**src/rtl/csr_unit_if.sv**
```systemverilog
// -----------------------------------------------------------------------------
// csr_unit_if
//
// Execute-stage side of the CSR unit. It carries the CSR instruction fields,
// the pipeline qualifiers and the results returned by the unit.
//
//   master : pipeline / testbench side. Drives the request, sees the results.
//   slave  : csr_unit side.
//
// Signals
//   stall        pipeline freeze; blocks commits and instret counting
//   csr_en       a valid CSR instruction is in X this cycle
//   csr_op       01 RW, 10 RS, 11 RC, 00 read only
//   csr_addr     12-bit CSR address
//   csr_wdata    rs1 value or zero-extended zimm
//   csr_src_zero rs1 is x0 or zimm is 0 (removes write intent of RS/RC)
//   retire       one instruction retires this cycle
//   csr_rdata    old value of the addressed CSR (combinational)
//   csr_illegal  illegal access (combinational, qualified by csr_en)
//   csr_tohost   registered tohost value
//   tohost_valid one-cycle pulse after a tohost commit
// -----------------------------------------------------------------------------
interface csr_unit_if #(
  parameter int XLEN = 32
);
  logic            stall;
  logic            csr_en;
  logic [1:0]      csr_op;
  logic [11:0]     csr_addr;
  logic [XLEN-1:0] csr_wdata;
  logic            csr_src_zero;
  logic            retire;
  logic [XLEN-1:0] csr_rdata;
  logic            csr_illegal;
  logic [XLEN-1:0] csr_tohost;
  logic            tohost_valid;

  modport master (
    output stall, csr_en, csr_op, csr_addr, csr_wdata, csr_src_zero, retire,
    input  csr_rdata, csr_illegal, csr_tohost, tohost_valid
  );

  modport slave (
    input  stall, csr_en, csr_op, csr_addr, csr_wdata, csr_src_zero, retire,
    output csr_rdata, csr_illegal, csr_tohost, tohost_valid
  );
endinterface

```
**src/rtl/csr_unit.sv**
```systemverilog
// -----------------------------------------------------------------------------
// csr_unit
//
// Decoded control/status register space for the execute stage. Holds tohost,
// a bank of scratch CSRs and, optionally, 64-bit cycle/instret counters.
// Supports the Zicsr RW/RS/RC operations. Reads are combinational and always
// return the pre-write value; writes commit on the clock edge unless the
// pipeline is stalled.
//
// Address map
//   0x51E                     tohost  (RW)
//   0x7C0 .. 0x7C0+NS-1       scratch (RW)
//   0xC00 / 0xC02             cycle / instret, low XLEN bits   (read only)
//   0xC80 / 0xC82             cycle / instret, upper bits       (read only)
//
// Build option
//   CSR_COUNTERS_EN  when defined, the cycle/instret counters exist and their
//                    four addresses are readable. When undefined the counters
//                    are absent, those addresses are illegal and read 0, and
//                    retire is ignored.
//
// Ports
//   clk    clock
//   reset  synchronous, active-high reset
//   bus    csr_unit_if slave modport (request in, rdata/illegal/tohost out)
//
// Parameters
//   XLEN         data width (32)
//   CNT_WIDTH    counter width, XLEN+1 .. 2*XLEN (64)
//   NUM_SCRATCH  number of scratch CSRs, 1..16 (4)
// -----------------------------------------------------------------------------
module csr_unit #(
  parameter int XLEN        = 32,
  parameter int CNT_WIDTH   = 64,
  parameter int NUM_SCRATCH = 4
) (
  input  logic       clk,
  input  logic       reset,
  csr_unit_if.slave  bus
);

  // ---------------------------------------------------------------------------
  // Constants
  // ---------------------------------------------------------------------------
  localparam logic [11:0] ADDR_TOHOST   = 12'h51E;
  localparam logic [7:0]  SCRATCH_PAGE  = 8'h7C;    // 0x7C0 .. 0x7CF
  localparam logic [11:0] ADDR_CYCLE    = 12'hC00;
  localparam logic [11:0] ADDR_INSTRET  = 12'hC02;
  localparam logic [11:0] ADDR_CYCLEH   = 12'hC80;
  localparam logic [11:0] ADDR_INSTRETH = 12'hC82;

  localparam logic [1:0] OP_NONE = 2'b00;
  localparam logic [1:0] OP_RW   = 2'b01;
  localparam logic [1:0] OP_RS   = 2'b10;
  localparam logic [1:0] OP_RC   = 2'b11;

  // ---------------------------------------------------------------------------
  // Request aliases
  // ---------------------------------------------------------------------------
  logic [11:0]     addr;
  logic [1:0]      op;
  logic [XLEN-1:0] wdata;

  assign addr  = bus.csr_addr;
  assign op    = bus.csr_op;
  assign wdata = bus.csr_wdata;

  // ---------------------------------------------------------------------------
  // State
  // ---------------------------------------------------------------------------
  logic [XLEN-1:0] tohost_q;
  logic            tohost_valid_q;

  // Read view of the scratch bank, padded to the full 16-entry page so that
  // addr[3:0] can index it directly; padding entries read as zero.
  logic [15:0][XLEN-1:0] scratch_rd;

  // ---------------------------------------------------------------------------
  // Address decode
  // ---------------------------------------------------------------------------
  logic hit_tohost;
  logic hit_scratch;
  logic counter_mapped;
  logic mapped;

  assign hit_tohost  = (addr == ADDR_TOHOST);
  assign hit_scratch = (addr[11:4] == SCRATCH_PAGE) &&
                       ({1'b0, addr[3:0]} < 5'(NUM_SCRATCH));

`ifdef CSR_COUNTERS_EN
  assign counter_mapped = (addr == ADDR_CYCLE)  || (addr == ADDR_INSTRET) ||
                          (addr == ADDR_CYCLEH) || (addr == ADDR_INSTRETH);
`else
  assign counter_mapped = 1'b0;
`endif

  assign mapped = hit_tohost || hit_scratch || counter_mapped;

  // ---------------------------------------------------------------------------
  // Write intent and legality
  // ---------------------------------------------------------------------------
  // RS/RC with a zero source are pure reads: they must not trap on read-only
  // CSRs and must not disturb state.
  logic write_intent;
  logic illegal;
  logic commit;

  always_comb begin
    case (op)
      OP_RW:   write_intent = 1'b1;
      OP_RS,
      OP_RC:   write_intent = !bus.csr_src_zero;
      default: write_intent = 1'b0;
    endcase
  end

  // addr[11:10] == 2'b11 is the architecturally read-only quadrant.
  assign illegal = bus.csr_en &&
                   (!mapped || (write_intent && (addr[11:10] == 2'b11)));

  assign commit = bus.csr_en && write_intent && !illegal && !bus.stall;

  // ---------------------------------------------------------------------------
  // Counters (optional)
  // ---------------------------------------------------------------------------
  logic [XLEN-1:0] counter_rdata;

`ifdef CSR_COUNTERS_EN
  logic [CNT_WIDTH-1:0] cycle_q;
  logic [CNT_WIDTH-1:0] cycle_d;
  logic [CNT_WIDTH-1:0] instret_q;
  logic [CNT_WIDTH-1:0] instret_d;

  // cycle keeps running through stalls; instret only counts retirements that
  // actually leave the pipeline. Both wrap naturally at 2^CNT_WIDTH.
  assign cycle_d   = cycle_q + CNT_WIDTH'(1);
  assign instret_d = (bus.retire && !bus.stall) ? instret_q + CNT_WIDTH'(1)
                                                : instret_q;

  always_ff @(posedge clk) begin
    if (reset) begin
      cycle_q   <= '0;
      instret_q <= '0;
    end else begin
      cycle_q   <= cycle_d;
      instret_q <= instret_d;
    end
  end

  always_comb begin
    counter_rdata = '0;
    case (addr)
      ADDR_CYCLE:    counter_rdata = cycle_q[XLEN-1:0];
      ADDR_INSTRET:  counter_rdata = instret_q[XLEN-1:0];
      ADDR_CYCLEH:   counter_rdata = XLEN'(cycle_q[CNT_WIDTH-1:XLEN]);
      ADDR_INSTRETH: counter_rdata = XLEN'(instret_q[CNT_WIDTH-1:XLEN]);
      default:       counter_rdata = '0;
    endcase
  end
`else
  // Without counters there is nothing for retire to drive.
  logic unused_retire;
  assign unused_retire = bus.retire;
  assign counter_rdata = '0;
`endif

  // ---------------------------------------------------------------------------
  // Read mux: always the value held before any write in this cycle
  // ---------------------------------------------------------------------------
  logic [XLEN-1:0] old_value;

  always_comb begin
    old_value = '0;
    if (hit_tohost) begin
      old_value = tohost_q;
    end else if (hit_scratch) begin
      old_value = scratch_rd[addr[3:0]];
    end else if (counter_mapped) begin
      old_value = counter_rdata;
    end
  end

  // ---------------------------------------------------------------------------
  // New value for RW / RS / RC
  // ---------------------------------------------------------------------------
  logic [XLEN-1:0] new_value;

  always_comb begin
    case (op)
      OP_RW:   new_value = wdata;
      OP_RS:   new_value = old_value | wdata;
      OP_RC:   new_value = old_value & ~wdata;
      default: new_value = old_value;
    endcase
  end

  // ---------------------------------------------------------------------------
  // tohost
  // ---------------------------------------------------------------------------
  // The valid pulse follows every commit, even one that rewrites the same
  // value, so the host sees each store.
  always_ff @(posedge clk) begin
    if (reset) begin
      tohost_q       <= '0;
      tohost_valid_q <= 1'b0;
    end else begin
      tohost_valid_q <= commit && hit_tohost;
      if (commit && hit_tohost) begin
        tohost_q <= new_value;
      end
    end
  end

  // ---------------------------------------------------------------------------
  // Scratch bank
  // ---------------------------------------------------------------------------
  // Kept as discrete registers: every entry must be readable combinationally
  // in the same cycle, which rules out a synchronous-read RAM.
  for (genvar gi = 0; gi < 16; gi++) begin : g_scratch
    if (gi < NUM_SCRATCH) begin : g_reg
      logic [XLEN-1:0] entry_q;
      logic            entry_we;

      assign entry_we = commit && hit_scratch && (addr[3:0] == 4'(gi));

      always_ff @(posedge clk) begin
        if (reset) begin
          entry_q <= '0;
        end else if (entry_we) begin
          entry_q <= new_value;
        end
      end

      assign scratch_rd[gi] = entry_q;
    end else begin : g_pad
      assign scratch_rd[gi] = '0;
    end
  end

  // ---------------------------------------------------------------------------
  // Outputs
  // ---------------------------------------------------------------------------
  assign bus.csr_rdata    = old_value;
  assign bus.csr_illegal  = illegal;
  assign bus.csr_tohost   = tohost_q;
  assign bus.tohost_valid = tohost_valid_q;

endmodule
```
**src/flat_wrapper.sv**
```systemverilog
// flat-port wrapper written by rule: the top's interface ports become plain ports
module csr_unit_flat 
#(
  parameter int XLEN        = 32,
  parameter int CNT_WIDTH   = 64,
  parameter int NUM_SCRATCH = 4
)
  (clk, reset, bus_stall, bus_csr_en, bus_csr_op, bus_csr_addr, bus_csr_wdata, bus_csr_src_zero, bus_retire, bus_csr_rdata, bus_csr_illegal, bus_csr_tohost, bus_tohost_valid);
  csr_unit_if #(.XLEN(XLEN)) bus_i ();
  input  logic clk;
  input  logic reset;
  input wire logic [$bits(bus_i.stall)-1:0] bus_stall;
  input wire logic [$bits(bus_i.csr_en)-1:0] bus_csr_en;
  input wire logic [$bits(bus_i.csr_op)-1:0] bus_csr_op;
  input wire logic [$bits(bus_i.csr_addr)-1:0] bus_csr_addr;
  input wire logic [$bits(bus_i.csr_wdata)-1:0] bus_csr_wdata;
  input wire logic [$bits(bus_i.csr_src_zero)-1:0] bus_csr_src_zero;
  input wire logic [$bits(bus_i.retire)-1:0] bus_retire;
  output wire logic [$bits(bus_i.csr_rdata)-1:0] bus_csr_rdata;
  output wire logic [$bits(bus_i.csr_illegal)-1:0] bus_csr_illegal;
  output wire logic [$bits(bus_i.csr_tohost)-1:0] bus_csr_tohost;
  output wire logic [$bits(bus_i.tohost_valid)-1:0] bus_tohost_valid;
  assign bus_i.stall = bus_stall;
  assign bus_i.csr_en = bus_csr_en;
  assign bus_i.csr_op = bus_csr_op;
  assign bus_i.csr_addr = bus_csr_addr;
  assign bus_i.csr_wdata = bus_csr_wdata;
  assign bus_i.csr_src_zero = bus_csr_src_zero;
  assign bus_i.retire = bus_retire;
  assign bus_csr_rdata = bus_i.csr_rdata;
  assign bus_csr_illegal = bus_i.csr_illegal;
  assign bus_csr_tohost = bus_i.csr_tohost;
  assign bus_tohost_valid = bus_i.tohost_valid;
  csr_unit #(.XLEN(XLEN), .CNT_WIDTH(CNT_WIDTH), .NUM_SCRATCH(NUM_SCRATCH)) u_core (.clk(clk), .reset(reset), .bus(bus_i));
endmodule
```
**config.mk**
```make
export PLATFORM = sky130hd
export DESIGN_NAME = csr_unit_flat
export DESIGN_NICKNAME = d
export VERILOG_FILES = /design/src/rtl/csr_unit_if.sv /design/src/rtl/csr_unit.sv /design/src/flat_wrapper.sv
export SDC_FILE = /design/constraint.sdc
export NUM_CORES = 1
export LEC_CHECK = 0
export BUFFER_PORTS_ARGS = -buffer_cell sky130_fd_sc_hd__buf_2
export CORE_MARGIN = 8
export CORE_UTILIZATION = 48
export DETAILED_ROUTE_END_ITERATION = 7
export PLACE_DENSITY = 0.69
export SLEW_MARGIN = 25
export SYNTH_ARGS = -nofsm -noshare
export SYNTH_HDL_FRONTEND = slang
export SYNTH_SLANG_ARGS = --single-unit
export TNS_END_PERCENT = 20
```
**constraint.sdc**
```tcl
create_clock -name clk -period 2.4 [get_ports clk]
set_input_delay 0.12 -clock clk [delete_from_list [all_inputs] [get_ports clk]]
set_output_delay 0.12 -clock clk [all_outputs]
set_load 0.05 [all_outputs]
```
==> results.json <==
{
  "antenna_found_initial": 0,
  "max_freq_mhz": 547.0,
  "port_buffers": 116,
  "cp.depth": 4,
  "place_hpwl_mm": 14.63,
  "layout.nets": 960,
  "slowest_stage": "mux4_2",
  "avgViaCountPerCell": 6.408,
  "yosysMostFrequentCell": "dfxtp_1",
  "crit_family": "multiplexers",
  "hold_class": "primary input to flop",
  "dr.pass1.iters": 5,
  "dieHeight_um": 143.9,
  "post_cts_resized": 0,
  "vias": 7280,
  "cp-end-kind": "output pin",
  "max_stage_delay_ns": 0.49,
  "multi_input_area_sq_um": 4292,
  "async_flop_share_pct": 0,
  "syn_avg_cell_area_sq_um": 9.471,
  "place_area_sq_um": 8710,
  "wire_per_inst_um": 20.74,
  "whs_ns": 0.1089,
  "wl_met2_mm": 11.71,
  "grt_setup_unrepaired": "false",
  "die_area_sq_um": 20710,
  "grt_pass1_wl_mm": 38.08,
  "status": "complete, no violations",
  "cts_tree": "yes",
  "hold_buffers": 0,
  "root_buffer": "clkbuf_16",
  "powerDensity_nw_per_um2": 636.7,
  "critPathArrivalTime_ns": 1.71,
  "maxUsedRoutingLayer": "met4",
  "yosysTopAreaCell": "dfxtp_1",
  "crit_buf_inv": 1,
  "yosysSeqAreaShare_pct": 41.05,
  "synth_cell_type_count": 39,
  "numCtsBuffers": 17,
  "maxSlewViolCount": 0,
  "track_usage_pct": 23.24,
  "holdPathStages": 3,
  "die_w_um": 143.9,
  "peakVddDrop_uv": 478.7,
  "syn_nets": 881,
  "clkTransAtPathRegs_ns": 0.06,
  "critPathMaxFanout": 2,
  "drc": 0,
  "max_cap_viol_count": 0,
  "cts_buffer_depth": 2,
  "layout-drive-gt1-share_pct": 24.89,
  "cts.sinks": 161,
  "r2r_cells": 3,
  "clock_latency_ns": 0.42,
  "skew_ns": 0.008757,
  "fin_crit_sh_pct": 76.17,
  "setup_tns_ns": 0,
  "grt_pass1_vias": 7086,
  "fin_area_sq_um": 9334,
  "synth_common_cells": "dfxtp_1, a31oi_1, o21bai_1",
  "regArea_sq_um": 3223,
  "path_cells": "mux4_2, a22oi_1, nor2_1, buf_2",
  "final_util_pct": 58.55,
  "wl_met3_mm": 1.269,
  "cts_setup_buffers": 0,
  "core_sq_um": 15940,
  "routed_wl_mm": 23.57,
  "dpl.cell_count": 1105,
  "drt_iter0_markers": 625,
  "io_pins": 118,
  "period_minus_slack_ns": 1.828,
  "yosysWarnings": 0,
  "syn_to_final_growth_pct": 18.88,
  "worst-slew-pin-transition_ns": 0.7539,
  "layout.cells.non_filler": 1136,
  "synth.area.top_cells": "dfxtp_1, o21bai_1, a31oi_1, mux4_2, a32oi_1",
  "rows": 46,
  "setup_viol": 0,
  "mappedNetlistArea_sq_um": 7851,
  "place.gp.congestion": 0.8011,
  "finalHoldViolations": 0,
  "initial_core_util_pct": 49.25,
  "grt_max_degree": 64,
  "n_fill_cell": 1438,
  "ant_nets": 0,
  "slew_headroom_pct": 49.69,
  "grt_overflow": 0,
  "synth.top_cell.area_share_pct": 41.05,
  "leakagePower_uw": 0.003879,
  "synthFlopType": "dfxtp_1",
  "netlist_instances": 829,
  "cts-htree-levels": 4,
  "crit_required_ns": 2.28,
  "synth_edf_count": 0,
  "critical_path_class": "flop to output pin",
  "num_antenna_cells": 0,
  "critPathLaunchType": "flop",
  "ys_ff_latch": 161,
  "drt-met1-wl_mm": 10.05
}
-- final cells by class --
type	count	area share (%)
inverters	1	0.04021
multi-input cells	576	45.98
clock inverters	8	1.354
repair buffers	151	9.866
well taps	216	2.895
clock buffers	23	5.335
flip-flops and latches	161	34.53
-- power breakdown --
group	total, uW	internal [uW]	switching (uW)
Combinational	426	154	272
Sequential	2670	2670	0.0762
Clock	2840	1770	1070
Total	5940	4600	1350
-- logic make-up (layout without fill, tap and decap cells) --
kind of cell,count (synthesis),after routing,share of synthesized area (%)
multiplexers,33,33,9.307
AO/OA/AOI/OAI,382,382,34.29
buffers and inverters,92,183,4.940
AND/OR/NAND/NOR,160,160,10.29
flip-flops,161,161,41.05
XOR/XNOR,1,1,0.1116
-- state kept, by name (all words and copies together) (netlist names) --
register                        count
u_core.g_scratch.g_reg.entry_q    128
u_core.bus.tohost_valid             1
u_core.bus.csr_tohost              32
-- worst paths after layout --
kind / start / slack, ns / to
worst max-delay path: u_core.g_scratch[3].g_reg.entry_q[3] / 0.57 / bus_csr_rdata[3]
worst max register to register: u_core.g_scratch[3].g_reg.entry_q[31] / 0.93 / u_core.g_scratch[2].g_reg.entry_q[31]
worst min register to register: u_core.g_scratch[2].g_reg.entry_q[31] / 0.50 / u_core.g_scratch[2].g_reg.entry_q[31]
worst min-delay path: bus_csr_wdata[11] / 0.11 / u_core.g_scratch[0].g_reg.entry_q[11]
-- worst min-delay path, stage by stage --
cell and delay, ns:
buf_2 0.10, a32oi_1 0.13, a31oi_1 0.15
-- placed cells by master (no fill, tap or decap), drive strengths merged, types with 2 or more instances in the layout --
master,n
bufinv,3
nor2b,2
nor4b,2
a32oi,31
clkinv,2
a22oi,32
and2,2
buf,151
dfxtp,161
a21oi,31
nand2,34
o2111ai,2
nor2,74
nor4,2
clkinvlp,3
nor3,4
clkbuf,23
nand4,31
mux4,32
o21bai,124
nand4bb,3
a31oi,125
a211oi,35
-- metrics by stage --
stage | worst slack, ns | power [uW]
2_1_floorplan | 0.5299 | 2994
3_5_place_dp | 0.3943 | 3153
3_3_place_gp | 0.4660 | 3152
6_report | 0.5718 | 5943
5_1_grt | 0.4664 | 6126
4_1_cts | 0.5696 | 5961
-- per-layer routing --
layer	track usage [%]	up-vias
li1	-	3426
met1	29.14	3584
met2	38.61	231
met3	4.380	39
met4	9.186	0
met5	0	-
Power figures use the tool's default switching activity.
